[config.mk]
export PLATFORM = sky130hd
export DESIGN_NAME = sumsq_16
export DESIGN_NICKNAME = d
export VERILOG_FILES = /design/src/rtl/sumsq_16_pkg.sv /design/src/rtl/sumsq_16_shift_add_mul.sv /design/src/rtl/sumsq_16.sv
export SDC_FILE = /design/constraint.sdc
export NUM_CORES = 1
export LEC_CHECK = 0
export CORE_ASPECT_RATIO = 0.75
export CORE_MARGIN = 4
export CORE_UTILIZATION = 50
export DETAILED_ROUTE_END_ITERATION = 10
export PLACE_DENSITY = 0.74
export SLEW_MARGIN = 25
export SYNTH_ARGS = -nofsm -noshare
export SYNTH_HDL_FRONTEND = slang
export SYNTH_SLANG_ARGS = --single-unit
[constraint.sdc]
create_clock -name clk -period 2.9 [get_ports clk]
set_input_delay 0.58 -clock clk [delete_from_list [all_inputs] [get_ports clk]]
set_output_delay 0.58 -clock clk [all_outputs]
set_load 0.005 [all_outputs]
[src/rtl/sumsq_16_pkg.sv]
// Shared constants for the sum-of-squares feeder: default widths,
// iteration count and FSM state encoding.
package sumsq_16_pkg;

    localparam int W_IN_DEF  = 8;
    localparam int W_OUT_DEF = 2 * W_IN_DEF;
    localparam int ITER_DEF  = W_IN_DEF + 1;

    localparam logic [2:0] S_IDLE  = 3'd0;
    localparam logic [2:0] S_MULX  = 3'd1;
    localparam logic [2:0] S_MULY  = 3'd2;
    localparam logic [2:0] S_ISSUE = 3'd3;
    localparam logic [2:0] S_WAIT  = 3'd4;

endpackage

[src/rtl/sumsq_16_shift_add_mul.sv]
// Shift-add squaring datapath. One accumulator is shared by both squares:
// the FSM loads an operand magnitude into multiplicand and multiplier,
// steps W_IN+1 times, then reloads the next operand without clearing acc.
module shift_add_mul
    import sumsq_16_pkg::*;
#(
    parameter int W_IN = W_IN_DEF
) (
    input  logic              clk,
    input  logic              rst,
    input  logic              load,
    input  logic              clr_acc,
    input  logic              step,
    input  logic [W_IN:0]     op,
    output logic [2*W_IN-1:0] rr_next,
    output logic              last
);

    localparam int ITER  = W_IN + 1;
    localparam int W_ACC = 2 * W_IN + 1;
    localparam int CW    = $clog2(ITER);

    logic [W_ACC-1:0] acc_q, acc_d, acc_step, addend;
    logic [W_ACC-1:0] mcand_q, mcand_d;
    logic [W_IN:0]    mplier_q, mplier_d;
    logic [CW-1:0]    cnt_q, cnt_d;

    // Next-state of the iteration registers; load wins over the shift so a
    // step and a reload can share the same edge.
    always_comb begin
        addend   = mplier_q[0] ? mcand_q : '0;
        acc_step = acc_q + addend;
        acc_d    = acc_q;
        mcand_d  = mcand_q;
        mplier_d = mplier_q;
        cnt_d    = cnt_q;
        if (step) begin
            acc_d    = acc_step;
            mcand_d  = mcand_q << 1;
            mplier_d = mplier_q >> 1;
            cnt_d    = cnt_q + 1'b1;
        end
        if (load) begin
            mcand_d  = W_ACC'(op);
            mplier_d = op;
            cnt_d    = '0;
        end
        if (clr_acc) begin
            acc_d = '0;
        end
    end

    // Sum of squares never exceeds 2*(2^(W_IN-1))^2, so the top acc bit
    // is only headroom and the low W_OUT bits are the result.
    assign rr_next = acc_step[2*W_IN-1:0];
    assign last    = (cnt_q == CW'(ITER - 1));

    // Iteration registers with synchronous active-low clear.
    always_ff @(posedge clk) begin
        if (!rst) begin
            acc_q    <= '0;
            mcand_q  <= '0;
            mplier_q <= '0;
            cnt_q    <= '0;
        end else begin
            acc_q    <= acc_d;
            mcand_q  <= mcand_d;
            mplier_q <= mplier_d;
            cnt_q    <= cnt_d;
        end
    end

endmodule

[src/rtl/sumsq_16.sv]
// Vector-magnitude feeder: computes X*X + Y*Y, presents it to the
// square-root stage with a one-cycle start pulse, and optionally waits for
// that stage's done edge before accepting new work.
//
//   state   | meaning
//   --------+-----------------------------------------------
//   S_IDLE  | waiting for init; operands captured on accept
//   S_MULX  | W_IN+1 shift-add steps squaring |X|
//   S_MULY  | W_IN+1 steps squaring |Y| onto the same acc
//   S_ISSUE | out_RR valid, out_INIT/out_DONE pulsed
//   S_WAIT  | held until rising edge of in_DONE_R
module sumsq_16
    import sumsq_16_pkg::*;
#(
    parameter int W_IN      = W_IN_DEF,
    parameter bit WAIT_DONE = 1'b1
) (
    input  logic              clk,
    input  logic              rst,
    input  logic              init,
    input  logic [W_IN-1:0]   in_X,
    input  logic [W_IN-1:0]   in_Y,
    input  logic              in_DONE_R,
    output logic [2*W_IN-1:0] out_RR,
    output logic              out_INIT,
    output logic              out_BUSY,
    output logic              out_DONE
);

    localparam int W_OUT = 2 * W_IN;

    logic [2:0]       state_q, state_d;
    logic [W_IN:0]    mag_y_q, mag_y_d;
    logic [W_OUT-1:0] rr_q, rr_d;
    logic             init_q, init_d;
    logic             busy_q, busy_d;
    logic             done_prev_q, done_prev_d;

    logic [W_IN:0]    ext_x, ext_y, mag_x, mag_y;
    logic             mul_load, mul_clr, mul_step, mul_last;
    logic [W_IN:0]    mul_op;
    logic [W_OUT-1:0] rr_next;

    // Magnitudes need one extra bit so the most negative input maps to
    // +2^(W_IN-1) instead of wrapping.
    always_comb begin
        ext_x = {in_X[W_IN-1], in_X};
        ext_y = {in_Y[W_IN-1], in_Y};
        mag_x = ext_x[W_IN] ? (~ext_x + 1'b1) : ext_x;
        mag_y = ext_y[W_IN] ? (~ext_y + 1'b1) : ext_y;
    end

    // Sequencing FSM and datapath controls.
    always_comb begin
        state_d     = state_q;
        mag_y_d     = mag_y_q;
        rr_d        = rr_q;
        init_d      = 1'b0;
        done_prev_d = done_prev_q;
        mul_load    = 1'b0;
        mul_clr     = 1'b0;
        mul_step    = 1'b0;
        mul_op      = (state_q == S_IDLE) ? mag_x : mag_y_q;
        case (state_q)
            S_IDLE: begin
                if (init) begin
                    mul_load = 1'b1;
                    mul_clr  = 1'b1;
                    mag_y_d  = mag_y;
                    state_d  = S_MULX;
                end
            end
            S_MULX: begin
                mul_step = 1'b1;
                if (mul_last) begin
                    mul_load = 1'b1;
                    state_d  = S_MULY;
                end
            end
            S_MULY: begin
                mul_step = 1'b1;
                if (mul_last) begin
                    rr_d    = rr_next;
                    init_d  = 1'b1;
                    state_d = S_ISSUE;
                end
            end
            S_ISSUE: begin
                // Seed the edge detector so a level left high from the
                // previous operation cannot release WAIT.
                done_prev_d = in_DONE_R;
                state_d     = WAIT_DONE ? S_WAIT : S_IDLE;
            end
            S_WAIT: begin
                done_prev_d = in_DONE_R;
                if (in_DONE_R && !done_prev_q) begin
                    state_d = S_IDLE;
                end
            end
            default: state_d = S_IDLE;
        endcase
        busy_d = (state_d != S_IDLE);
    end

    shift_add_mul #(
        .W_IN (W_IN)
    ) u_mul (
        .clk     (clk),
        .rst     (rst),
        .load    (mul_load),
        .clr_acc (mul_clr),
        .step    (mul_step),
        .op      (mul_op),
        .rr_next (rr_next),
        .last    (mul_last)
    );

    // State, operand, edge-detect and output registers.
    always_ff @(posedge clk) begin
        if (!rst) begin
            state_q     <= S_IDLE;
            mag_y_q     <= '0;
            rr_q        <= '0;
            init_q      <= 1'b0;
            busy_q      <= 1'b0;
            done_prev_q <= 1'b0;
        end else begin
            state_q     <= state_d;
            mag_y_q     <= mag_y_d;
            rr_q        <= rr_d;
            init_q      <= init_d;
            busy_q      <= busy_d;
            done_prev_q <= done_prev_d;
        end
    end

    assign out_RR   = rr_q;
    assign out_INIT = init_q;
    assign out_DONE = init_q;
    assign out_BUSY = busy_q;

endmodule

==> results of run 1 <==
==> power breakdown <==
group | switching (W) | total (W) | internal (W) | leakage [nW]
Clock | 0.000406 | 0.000798 | 0.000392 | 0.0910
Combinational | 0.000144 | 0.000246 | 0.000102 | 1.17
Sequential | 0.0000252 | 0.00110 | 0.00108 | 0.618
==> registers in the layout, summed over array words and instances (netlist names) <==
register,count
out_RR,16
u_mul.acc_q,16
u_mul.mcand_q,16
mag_y_q,9
u_mul.mplier_q,9
u_mul.cnt_q,4
state_q,3
done_prev_q,1
out_BUSY,1
out_DONE,1
==> worst paths after layout <==
kind	depth (start not counted)	to	slack [ns]	start
hold / removal	2	out_RR[6]	0.46	out_RR[6]
hold reg to reg	2	out_RR[6]	0.46	out_RR[6]
setup reg to reg	9	u_mul.acc_q[12]	0.22	u_mul.mplier_q[0]
setup / recovery	9	u_mul.acc_q[12]	0.22	u_mul.mplier_q[0]
==> metrics by stage <==
step / util, % / instance area [um^2] / std cells / power [W]
4_1_cts: 59.80 / 4735 / 642 / 0.002170
5_1_grt: 59.85 / 4738 / 642 / 0.002245
2_1_floorplan: - / 4096 / 502 / 0.001286
3_5_place_dp: 57.38 / 4543 / 626 / 0.001372
6_report: 59.85 / 4738 / 642 / 0.002149
3_3_place_gp: 57.38 / 4543 / 626 / 0.001365
==> area by class of cell <==
type | count | area [um^2]
repair buffers | 46 | 440.4
multi-input cells | 390 | 2420
clock inverters | 7 | 67.56
flip-flops and latches | 76 | 1521
inverters | 9 | 33.78
fillers | 708 | 3179
well taps | 105 | 131.4
clock buffers | 9 | 123.9
==> layout by cell type, fill, tap and decap left out, types with 13 or more instances in the layout <==
| cell type | instances |
|---|---|
| nand3_1 | 18 |
| nor2_1 | 15 |
| clkdlybuf4s50_1 | 38 |
| xor2_1 | 14 |
| xnor2_1 | 13 |
| ha_1 | 19 |
| dfxtp_1 | 76 |
| and2_1 | 25 |
| a21oi_1 | 55 |
| o21ai_0 | 20 |
| o21ai_1 | 18 |
| nand2_1 | 95 |
==> critical path: cells and delay by family, from the launching register on <==
kind                       cells  cell delay, ns
xor gates and xnor gates       1            0.26
DFF                            1            0.32
adders and majority gates      2            0.64
AOI/OAI and AO/OA              5            1.20
and+or+nand+nor                1            0.16
==> metal layers <==
| layer | share of wire (%) | GRT usage (%) | vias up |
|---|---|---|---|
| li1 | - | - | 1821 |
| met1 | 49 | 29.61 | 1718 |
| met2 | 44 | 32.99 | 80 |
| met3 | 5.6 | 5.234 | 12 |
| met4 | 1.2 | 6.659 | 0 |
| met5 | 0 | 0 | - |
==> cell families after synthesis <==
group	after synthesis	synth area share, %
simple gates	194	23.49
buf+inv	36	3.940
xor+xnor	27	5.773
compound gates	146	22.63
flops	76	37.14
fa+ha+maj	20	6.292
mux	3	0.7331
==> summary.txt, run 1 <==
Status
  – Status: complete, no violations

Final layout
  – P&R area growth vs syn: 15.67%
  – Inserted Diodes: 0
  – Layout cell share with drive strength beyond 1: 6.704%
  – # nets final: about 570

Setup path
  – Setup CP Type: reg -> reg
  – Worst setup SP type: flop
  – CP max stage cell: a221oi_2
  – Worst-path cell chain: and2_1, ha_1, fa_1, a21o_1, a221oi_2, o21ai_4, a31oi_1, xor2_1, o21ai_1
  – CP endpoint kind: flop
  – CP peak stage delay: roughly 0.44 ns
  – Worst EP required: ~3.2 ns
  – CP arrival: just under 3 ns
  – Top fanout value on the critical path: 3

Logic synthesis
  – EDFF count, synth: 0
  – Register area share after synthesis: ~37%
  – Fraction of registers with async set/reset: 0%
  – Syn_area_per_cell: about 8.2 um^2
  – Synth warn: 0
  – Top post-synthesis cells by area: dfxtp_1, nand2_1, a21oi_1
  – Synth Net Count: about 540
  – Yosys top cell area share: about 37%
  – Top FF cell, synth: dfxtp_1
  – FF+latch count, synth: 76
  – Syn Inst Count: 502
  – Netlist cell types: 54
  – Top cells by count, synth: nand2_1, dfxtp_1, a21oi_1
  – Yosys top cell by area: dfxtp_1
  – Mapped cell area: slightly above 0.004 mm^2
  – Most frequent cell after synthesis: nand2_1

Floorplan
  – Number of I/O pins: 39
  – Die Span Y: roughly 86 um
  – Die area: between 0.009 and 0.01 mm^2
  – Starting Density: between 50% and 60%
  – Row count: 28
  – DIE WIDTH: between 100 and 150 um
  – Total core area: approximately 0.008 mm^2

STA
  – WHS: around 0.46 ns
  – Tmin final: approximately 2.7 ns
  – Slew Limit Fails: 0
  – Worst-margin pin slew: ~0.75 ns
  – Final setup margin: roughly 0.22 ns
  – Fin. Hold Viols: 0
  – Final period utilization: 92.38%
  – Clock Skews: slightly below 0.009 ns
  – Unrepaired setup endpoints after global routing: no
  – Slew headroom: 49.62%
  – Final setup vio count: 0
  – Setup TNS: 0 ns
  – Fmax: 373.3 MHz

Power and ir drop
  – Leakage Power: approximately 1.9 nW
  – PD cells: between 400 and 500 mW/mm^2
  – Peak supply drop: ~380 uV

Global routing
  – Largest net degree at the start of global routing: 51
  – Initial antenna violation count: 0
  – First-pass GRT wire length: between 15000 and 20000 um
  – Grt ovf: 0
  – Overall Global Routing Usage: between 20% and 30%
  – Vias in the first global route: ~3500

Drt
  – Vias: ~3600
  – WL per Instance: 15.45 um
  – Pre-antenna DRT Iters: 5
  – Initial DRC Count: 270
  – Post-DR vias/cell: between 5 and 6
  – Antenna viol nets, final: 0
  – Routed WL: about 9900 um
  – DRC Markers: 0

Clock tree
  – Cts hold-fix bufs: 0
  – Number of post-CTS setup repair buffers: 0
  – PostCTS Resize Cnt: 0
  – CTS tree: built
  – Clock slew at reported path FFs: 0.08 ns
  – Clock buffer depth: 2
  – Clock Sinks: 76
  – Clk_lat worst skew: between 0.3 and 0.4 ns
  – CTS Root Cell: clkbuf_8
  – CTS H-Tree Depth: 3
  – Total CTS buffers: 9

Placed design
  – HPWL after DPL: 7431 um
  – DP Worst Slack: roughly 0.2 ns
  – RePlAce Congestion: 0.9335
  – I/O Buffers: 38

Hold path
  – Worst Hold Class: reg -> reg

Flow run
  – MaxCap Viol Count: 0
Note: power is estimated with default switching activity, not from simulation.
==> run 2, diff against run 1 <==
CORE_UTILIZATION = 57   (was 50)
PLACE_DENSITY = 0.82   (was 0.74)
==> summary.txt, run 2 (synthesis results as in run 1) <==
Clock tree
  – CTS tree: built (unchanged)
  – Clock buffer depth: 2 (unchanged)
  – Total CTS buffers: 9 (unchanged)
  – CTS Root Cell: clkbuf_8 (unchanged)
  – Clk_lat worst skew: 0.35 ns (was 0.36 ns)
  – Number of post-CTS setup repair buffers: 0 (unchanged)
  – PostCTS Resize Cnt: 0 (unchanged)
  – Cts hold-fix bufs: 0 (unchanged)
  – Clock Sinks: 76 (unchanged)
  – CTS H-Tree Depth: 3 (unchanged)
  – Clock slew at reported path FFs: 0.08 ns (about the same)

Floorplan
  – Number of I/O pins: 39 (unchanged)
  – Total core area: 0.006897 mm^2 (was 0.007918 mm^2)
  – DIE WIDTH: 105.9 um (was 112.5 um)
  – Starting Density: 59.40% (was 51.74%)
  – Die area: 0.008621 mm^2 (was 0.009720 mm^2)
  – Row count: 26 (was 28)
  – Die Span Y: 81.42 um (was 86.39 um)

Setup path
  – CP startpoint: u_mul.mplier_q[0] (unchanged)
  – Reg2reg setup slack: 0.22 ns (about the same)
  – Setup CP Type: reg -> reg (unchanged)
  – Worst EP required: 3.13 ns (was 3.16 ns)
  – Top fanout value on the critical path: 3 (unchanged)
  – Worst setup SP type: flop (unchanged)
  – Worst Setup EP: u_mul.acc_q[12] (unchanged)
  – CP endpoint kind: flop (unchanged)
  – R2r worst-path depth: 9 (unchanged)
  – Critical R2R Launch: u_mul.mplier_q[0] (unchanged)
  – Reg2reg end: u_mul.acc_q[12] (unchanged)
  – CP arrival: 2.91 ns (was 2.94 ns)

Power and ir drop
  – Reg power frac: 49.8% (was 51.4%)
  – Sw frac: 25.08% (was 26.76%)
  – Sw Pwr: 0.0005578 W (was 0.0005751 W)
  – Clock power share: 39.0% (was 37.1%)
  – Peak supply drop: 267.9 uV (was 380.1 uV)
  – PD cells: 467.8 mW/mm^2 (was 453.5 mW/mm^2)
  – Int Power: 0.001666 W (was 0.001574 W)
  – Combinational power share: 11.2% (was 11.5%)
  – Pwr Total: 0.002224 W (was 0.002149 W)
  – Leakage Power: 1.893 nW (was 1.882 nW)

STA
  – Slew Limit Fails: 0 (unchanged)
  – Unrepaired setup endpoints after global routing: no (unchanged)
  – Final period utilization: 92.40% (was 92.38%)
  – Slew headroom: 45.99% (was 49.62%)
  – Clock Skews: 0.01036 ns (was 0.008857 ns)
  – Worst-margin pin slew: 0.8084 ns (was 0.7541 ns)
  – Tmin final: 2.680 ns (was 2.679 ns)
  – WHS: 0.4517 ns (was 0.4554 ns)
  – Fin. Hold Viols: 0 (unchanged)
  – Setup TNS: 0 ns (unchanged)
  – Fmax: 373.2 MHz (was 373.3 MHz)
  – Final setup vio count: 0 (unchanged)

Drt
  – DRC Markers: 0 (unchanged)
  – Routed WL: 9894 um (was 9920 um)
  – Post-DR vias/cell: 5.775 (was 5.656)
  – Pre-antenna DRT Iters: 5 (unchanged)
  – Antenna viol nets, final: 0 (unchanged)
  – Vias: 3667 (was 3631)
  – Initial DRC Count: 285 (was 270)
  – WL per Instance: 15.58 um (was 15.45 um)

Flow run
  – MaxCap Viol Count: 0 (unchanged)

Final layout
  – Final core occ: 68.94% (was 59.85%)
  – Filler Cell Count: 563 (was 708)
  – Most frequent cells in the layout: nand2_1, dfxtp_1, a21oi_1 (unchanged)
  – P&R area growth vs syn: 16.07% (was 15.67%)
  – # nets final: 572 (unchanged)
  – Commonest non-fill, non-tap cell in the layout: nand2_1 (unchanged)
  – Post-route design area: 0.004755 mm^2 (was 0.004738 mm^2)
  – Layout cell share with drive strength beyond 1: 6.518% (was 6.704%)
  – Inserted Diodes: 0 (unchanged)

Global routing
  – GRT met3 Usage: 6.206% (was 5.234%)
  – Initial antenna violation count: 0 (unchanged)
  – Met1 GRT Util: 32.53% (was 29.61%)
  – Grt ovf: 0 (unchanged)
  – Vias in the first global route: 3416 (was 3466)
  – Overall Global Routing Usage: 23.77% (was 21.35%)
  – First-pass GRT wire length: 16350 um (was 16660 um)
  – GR Util met2: 37.21% (was 32.99%)
  – Largest net degree at the start of global routing: 51 (unchanged)
  – GRT busiest layer: met2 (unchanged)

Placed design
  – Post-DP Area: 0.004534 mm^2 (was 0.004543 mm^2)
  – RePlAce Congestion: 0.9256 (was 0.9335)
  – HPWL after DPL: 7202 um (was 7431 um)
  – I/O Buffers: 38 (unchanged)

Hold path
  – Worst Hold Class: reg -> reg (unchanged)

Status
  – Status: complete, no violations (unchanged)
[run 2: changes by cell type in the layout (fill, tap and decap cells not counted)]
cell and delta:
bufinv_16 +1, clkinvlp_4 -1, clkbuf_1 +1, clkinv_2 -2, clkinv_4 +1
[run 2: routing by layer]
metal	wire length (um)	part of all wire, %	vias up
li1	-	-	1822
met4	85	0.86	0
met1	4648	47	1724
met2	4516	46	111
met3	643	6.5	10
met5	0	0	-
[run 2: layout make-up]
| type | instances | area [um^2] | share of cell area [%] |
|---|---|---|---|
| multi-input combinational | 390 | 2420 | 50.89 |
| sequential | 76 | 1521 | 32.00 |
| timing repair buffer | 46 | 440.4 | 9.263 |
| clock buffer | 10 | 127.6 | 2.684 |
| tap | 98 | 122.6 | 2.579 |
| clock inverter | 6 | 88.84 | 1.868 |
| inverter | 9 | 33.78 | 0.7105 |
[run 2: stage by stage]
step | cells | worst slack [ns]
floorplan | 502 | 0.3567
global placement | 619 | 0.3081
detailed placement | 619 | 0.2022
CTS | 635 | 0.2431
global route | 635 | 0.08585
finish | 635 | 0.2205
[run 2: critical path, cell delays in order, from the launching register on]
cell	delay (ns)
dfxtp_1	0.33
and2_1	0.16
ha_1	0.22
fa_1	0.41
a21o_1	0.23
a221oi_2	0.46
o21ai_4	0.15
a31oi_1	0.25
xor2_1	0.23
o21ai_1	0.10
[run 2: worst min path at each step]
stage                   endpoint  slack [ns]  depth (start not counted)               from
6_report       u_mul.mplier_q[6]        0.45                          2  u_mul.mplier_q[7]
5_1_grt        u_mul.mplier_q[5]        0.47                          2  u_mul.mplier_q[6]
4_1_cts        u_mul.mplier_q[6]        0.45                          2  u_mul.mplier_q[7]
3_5_place_dp   u_mul.mplier_q[6]        0.44                          2  u_mul.mplier_q[7]
3_3_place_gp   u_mul.mplier_q[5]        0.44                          2  u_mul.mplier_q[6]
2_1_floorplan  u_mul.mplier_q[5]        0.43                          2  u_mul.mplier_q[6]
[run 2: power groups by stage]
stage               sequential (W)  clock (W)  combinational [W]
floorplan                  0.00112          0           0.000167
global placement           0.00113          0           0.000236
detailed placement         0.00113          0           0.000244
CTS                        0.00111   0.000884           0.000246
global route               0.00111   0.000932           0.000274
finish                     0.00111   0.000868           0.000249
==> run 3, diff against run 2 <==
CTS_CLUSTER_DIAMETER = 50   (was unset)
==> results of run 3 <==
The final DEF is identical to that of run 2; final timing and power are the same.
==> edit 1: new RTL, settings of run 1 <==
Change the parameter `WAIT_DONE` from 1'b1 to 1'b0.
--- a/src/rtl/sumsq_16.sv
+++ b/src/rtl/sumsq_16.sv
@@ -13,7 +13,7 @@
     import sumsq_16_pkg::*;
 #(
     parameter int W_IN      = W_IN_DEF,
-    parameter bit WAIT_DONE = 1'b1
+    parameter bit WAIT_DONE = 1'b0
 ) (
     input  logic              clk,
     input  logic              rst,
Formal check against the unedited RTL: same outputs for any inputs over 10 cycles, from zero or initial values and one cycle with rst low; that may be too few to reach the edited logic, so the function may still have changed.
==> edit 1 against run 1 <==
Worst setup slack improved by 77 ps; design area fell by 0.55%; clock power rose by 4.3%; area after synthesis fell by 0.12%; utilization fell by 0.33 points; total power rose by 1.3%; sequential cell count did not move; routed wire length fell by 0.98%; non-clock buffer count did not move; via count fell by 0.58%; largest cell class unchanged.
==> edit 1: results (changes against run 1) <==
[run_status]
status=completed

[finish]
drive_gt1_share_pct=7.505  ; +0.80 points
multi_input_cells=387  ; -0.77%
clk_share_pct=4.275  ; +0.23 points
multi_input_area_share_pct=50.58  ; -0.49 points
buf_share_pct=9.347  ; +0.052 points
sh_seq_area_pct=32.29  ; +0.18 points

[yosys]
synth-xor-area-share_pct=5.994  ; +0.22 points
synthAdderAreaFrac_pct=6.300  ; +0.0077 points
syn_inst=504  ; +0.40%
ys_seq_area_share_pct=37.19  ; +0.045 points
synth_nets=544  ; +0.37%
yosys-top-cells-count=95 x nand2_1, 76 x dfxtp_1, 57 x a21oi_1, 30 x nor2_1, 29 x o21ai_0
synth_cell_types=59  ; +9.3%

[power]
vdd_drop_max_v=0.0003859  ; +1.5%
pwr.group.clock_uw=832  ; +4.3%
power.net_switching_uw=561.7  ; -2.3%
power_density_nw_per_um2=462.1  ; +1.9%

[timing]
skew_ps=11.05  ; +2.190 ps
worst_pin_slew_ps=559.3  ; -194.8 ps

[global_route]
grt_pass1_vias=3423  ; -1.2%
use_met1_pct=28.39  ; -1.2 points
grt_max_degree=40  ; -22%
grt_use_met3_pct=5.164  ; -0.070 points

[place]
hpwl_um=7153  ; -3.7%
dp_cells=623  ; -0.48%
place_congestion=0.9066  ; -2.9%
dp_slack_ps=196.4  ; -5.899 ps

[drt]
wl_met1_um=4793  ; -1.6%
drt_iter0_drc=203  ; -25%
first_pass_iters=4  ; -1
dr_wl_met2_um=4414  ; +1.1%
route.met3.wl_um=513  ; -8.1%
wl_um=9823  ; -0.98%

[worst_setup_path]
cp_max_fo=17  ; +14
cp_slowest_cell=dfxtp_1

[hold_path]
hp-start=out_RR[3]$_SDFFE_PN0P_

[edit 1: changes by cell type in the layout (fill, tap and decap cells not counted), moves of 4 or more]
cell / before / now
nor2_1: 15 / 30
o211a_1: 7 / 0
and2_1: 25 / 16
nor2b_1: 8 / 2
a21boi_0: 7 / 2
o21ai_1: 18 / 1
o21ai_0: 20 / 29
nand3_1: 18 / 11
a21boi_1: 4 / 0
a211oi_1: 2 / 11
o21a_1: 0 / 4
[edit 1: worst paths after layout]
kind	depth (start not counted)	slack, ps	endpoint
min reg2reg	2	450	out_RR[3]$_SDFFE_PN0P_
max	9	300	out_RR[10]$_SDFFE_PN0P_
max reg2reg	9	300	out_RR[10]$_SDFFE_PN0P_
min	2	450	out_RR[3]$_SDFFE_PN0P_
[edit 1: cells by family after synthesis]
group	count (synthesis)
AND/OR/NAND/NOR	190
flip-flops	76
AO/OA/AOI/OAI	145
multiplexers	4
XOR/XNOR	28
buffers and inverters	41
adder cells (fa/ha/maj)	20
==> edit 2: new RTL, config.mk and constraints of run 1 <==
Made on the original files. Make the reset (`rst`) asynchronous in 2 clocked blocks.
--- a/src/rtl/sumsq_16_shift_add_mul.sv
+++ b/src/rtl/sumsq_16_shift_add_mul.sv
@@ -56,7 +56,7 @@
     assign last    = (cnt_q == CW'(ITER - 1));
 
     // Iteration registers with synchronous active-low clear.
-    always_ff @(posedge clk) begin
+    always_ff @(posedge clk or negedge rst) begin
         if (!rst) begin
             acc_q    <= '0;
             mcand_q  <= '0;
--- a/src/rtl/sumsq_16.sv
+++ b/src/rtl/sumsq_16.sv
@@ -116,7 +116,7 @@
     );
 
     // State, operand, edge-detect and output registers.
-    always_ff @(posedge clk) begin
+    always_ff @(posedge clk or negedge rst) begin
         if (!rst) begin
             state_q     <= S_IDLE;
             mag_y_q     <= '0;
Formal check against the unedited RTL: differs if rst is asserted again (counterexample within 4 cycles, from zero or initial values and one cycle with rst low); with rst held inactive, the same outputs for 10 cycles.
==> edit 2 against run 1 <==
Design area grew 7.1%; worst setup slack improved by 120 ps; sequential cell count unchanged; routed wire length fell by 5.9%; first-iteration DRC count down 31%; area after synthesis increased by 5.0%; critical path type unchanged; critical endpoint is now u_mul.acc_q[14]$_DFFE_PN0P_; largest cell class unchanged.
Power is not compared: it rests on default switching activity, and its combinational part moved more than twofold at a synthesized area within 25%.
==> edit 2: results (changes against run 1) <==
[drt]
wire_per_inst_um=15.50  ; +0.34%
wl_met1_um=4360  ; -11%
vias_per_cell=5.591  ; -1.1%
route.met3.wl_um=413  ; -26%
drt_iter0_drc=186  ; -31%
dr_wl_met2_um=4425  ; +1.4%
highest_layer=met4
first_pass_iters=5  ; unchanged

[yosys]
synthMuxAreaShare_pct=1.570  ; +0.84 points
yosysWarningCount=0  ; unchanged
synthTopCellsByArea=dfrtp_1 44%, nand2_1 6.9%, ha_1 5.5%, a21oi_1 4.2%, a22o_1 3.7%
synthAdderAreaFrac_pct=5.990  ; -0.30 points
async_flop_share_pct=100.0  ; +100 points
synth_cell_types=61  ; +13%
ys_seq_area_share_pct=44.20  ; +7.1 points
ys.flop_type=dfrtp_1
yosys-top-cells-count=79 x nand2_1, 76 x dfrtp_1, 36 x a21oi_1, 32 x nor2_1
synth_compound_area_share_pct=19.40  ; -3.2 points
synth-xor-area-share_pct=5.089  ; -0.68 points
synth_nets=493  ; -9.0%

[worst_setup_path]
cp_max_fo=5  ; +2
r2r_cells=10  ; +1
critical_path_class=reg2reg
r2r_end=u_mul.acc_q[14]$_DFFE_PN0P_
ff2ff_setup_slack_ps=340  ; +120 ps
r2r-start=u_mul.mcand_q[0]$_DFFE_PN0P_
crit_arrival_ps=2780  ; -160 ps

[clocking]
numCtsBuffers=9  ; unchanged
root_buffer=clkbuf_16
clk_pin_slew_ps=60  ; -20 ps
htree_levels=3  ; unchanged
clk_path_buf_depth=2  ; unchanged
postCtsSetupBuffers=0  ; unchanged
ctsResizeCount=0  ; unchanged
worstSkewPairLatency_ps=340  ; -20 ps

[power]
p_leak_nw=2.333
vdd_drop_max_v=0.0004530
power.net_switching_mw=2.043

[global_route]
antenna_found_initial=0  ; unchanged
grt_pass1_vias=3283  ; -5.3%
grt_pass1_wl_um=15770  ; -5.3%
grt_max_degree=77  ; +51%
grt_usage_pct=19.74  ; -1.6 points

[run_status]
status=completed

[timing]
skew_ps=4.729  ; -4.128 ps
worst_pin_slew_ps=684.8  ; -69.28 ps

[finish]
antennaDiodeCount=0  ; unchanged
drive_gt1_share_pct=10.53  ; +3.8 points
fill_cells=743  ; +4.9%
num-nets-final=529  ; -7.5%

[place]
hpwl_um=6660  ; -10%
place_congestion=0.9121  ; -2.3%
io_buffers=38  ; unchanged
placed_area_um2=4743  ; +4.4%

[hold_path]
hold_class=in2async

## edit 2: cell count changes in the layout (fill, tap and decap cells not counted), sizes merged, moves of 7 or more
cell | run 1 | this run
dfrtp | 0 | 76
dfxtp | 76 | 0
a21oi | 56 | 36
nor2 | 15 | 34
a22o | 0 | 18
nand2 | 95 | 82
nand3 | 18 | 5
a21boi | 11 | 2
o21ai | 40 | 32
o211a | 7 | 0
## edit 2: metrics by stage
step,worst slack [ps],std cells,hold WS (ps)
finish,336.6,602,261.3
global placement,440.5,586,454.7
CTS,327.7,602,433.0
global route,244.0,602,318.7
floorplan,365.2,453,284.4
detailed placement,342.7,586,461.2
## edit 2: power by group through the flow
| stage | logic (mW) | registers, mW | clock network, mW |
|---|---|---|---|
| 2_1_floorplan | 1.82 | 1.62 | 0 |
| 3_3_place_gp | 2.24 | 1.69 | 0 |
| 3_5_place_dp | 2.32 | 1.70 | 0 |
| 4_1_cts | 2.35 | 1.69 | 1.24 |
| 5_1_grt | 2.63 | 1.75 | 1.28 |
| 6_report | 2.34 | 1.70 | 1.22 |
## edit 2: worst max-delay path: stages, from the launching register on
cell	delay, ps
dfrtp_1	390
and2_1	160
ha_1	200
fa_1	440
a211oi_2	280
o21bai_2	130
a2bb2oi_4	180
a31oi_4	280
a211oi_2	100
a31oi_1	200
o21ai_1	90
## edit 2: area by class of cell
cell class	count	area, um2	share of cell area, %
inverters	10	37.54	0.7400
clock buffers	10	239.0	4.711
clock inverters	6	86.33	1.702
multi-input cells	347	2238	44.13
flip-flops and latches	76	1902	37.49
repair buffers	45	434.2	8.559
well taps	108	135.1	2.664
## edit 2: metal layers
layer  vias to the layer above  GRT usage [%]
li1                       1662              -
met1                      1630          26.69
met2                        62          31.83
met3                        12          4.443
met4                         0          6.503
met5                         -              0
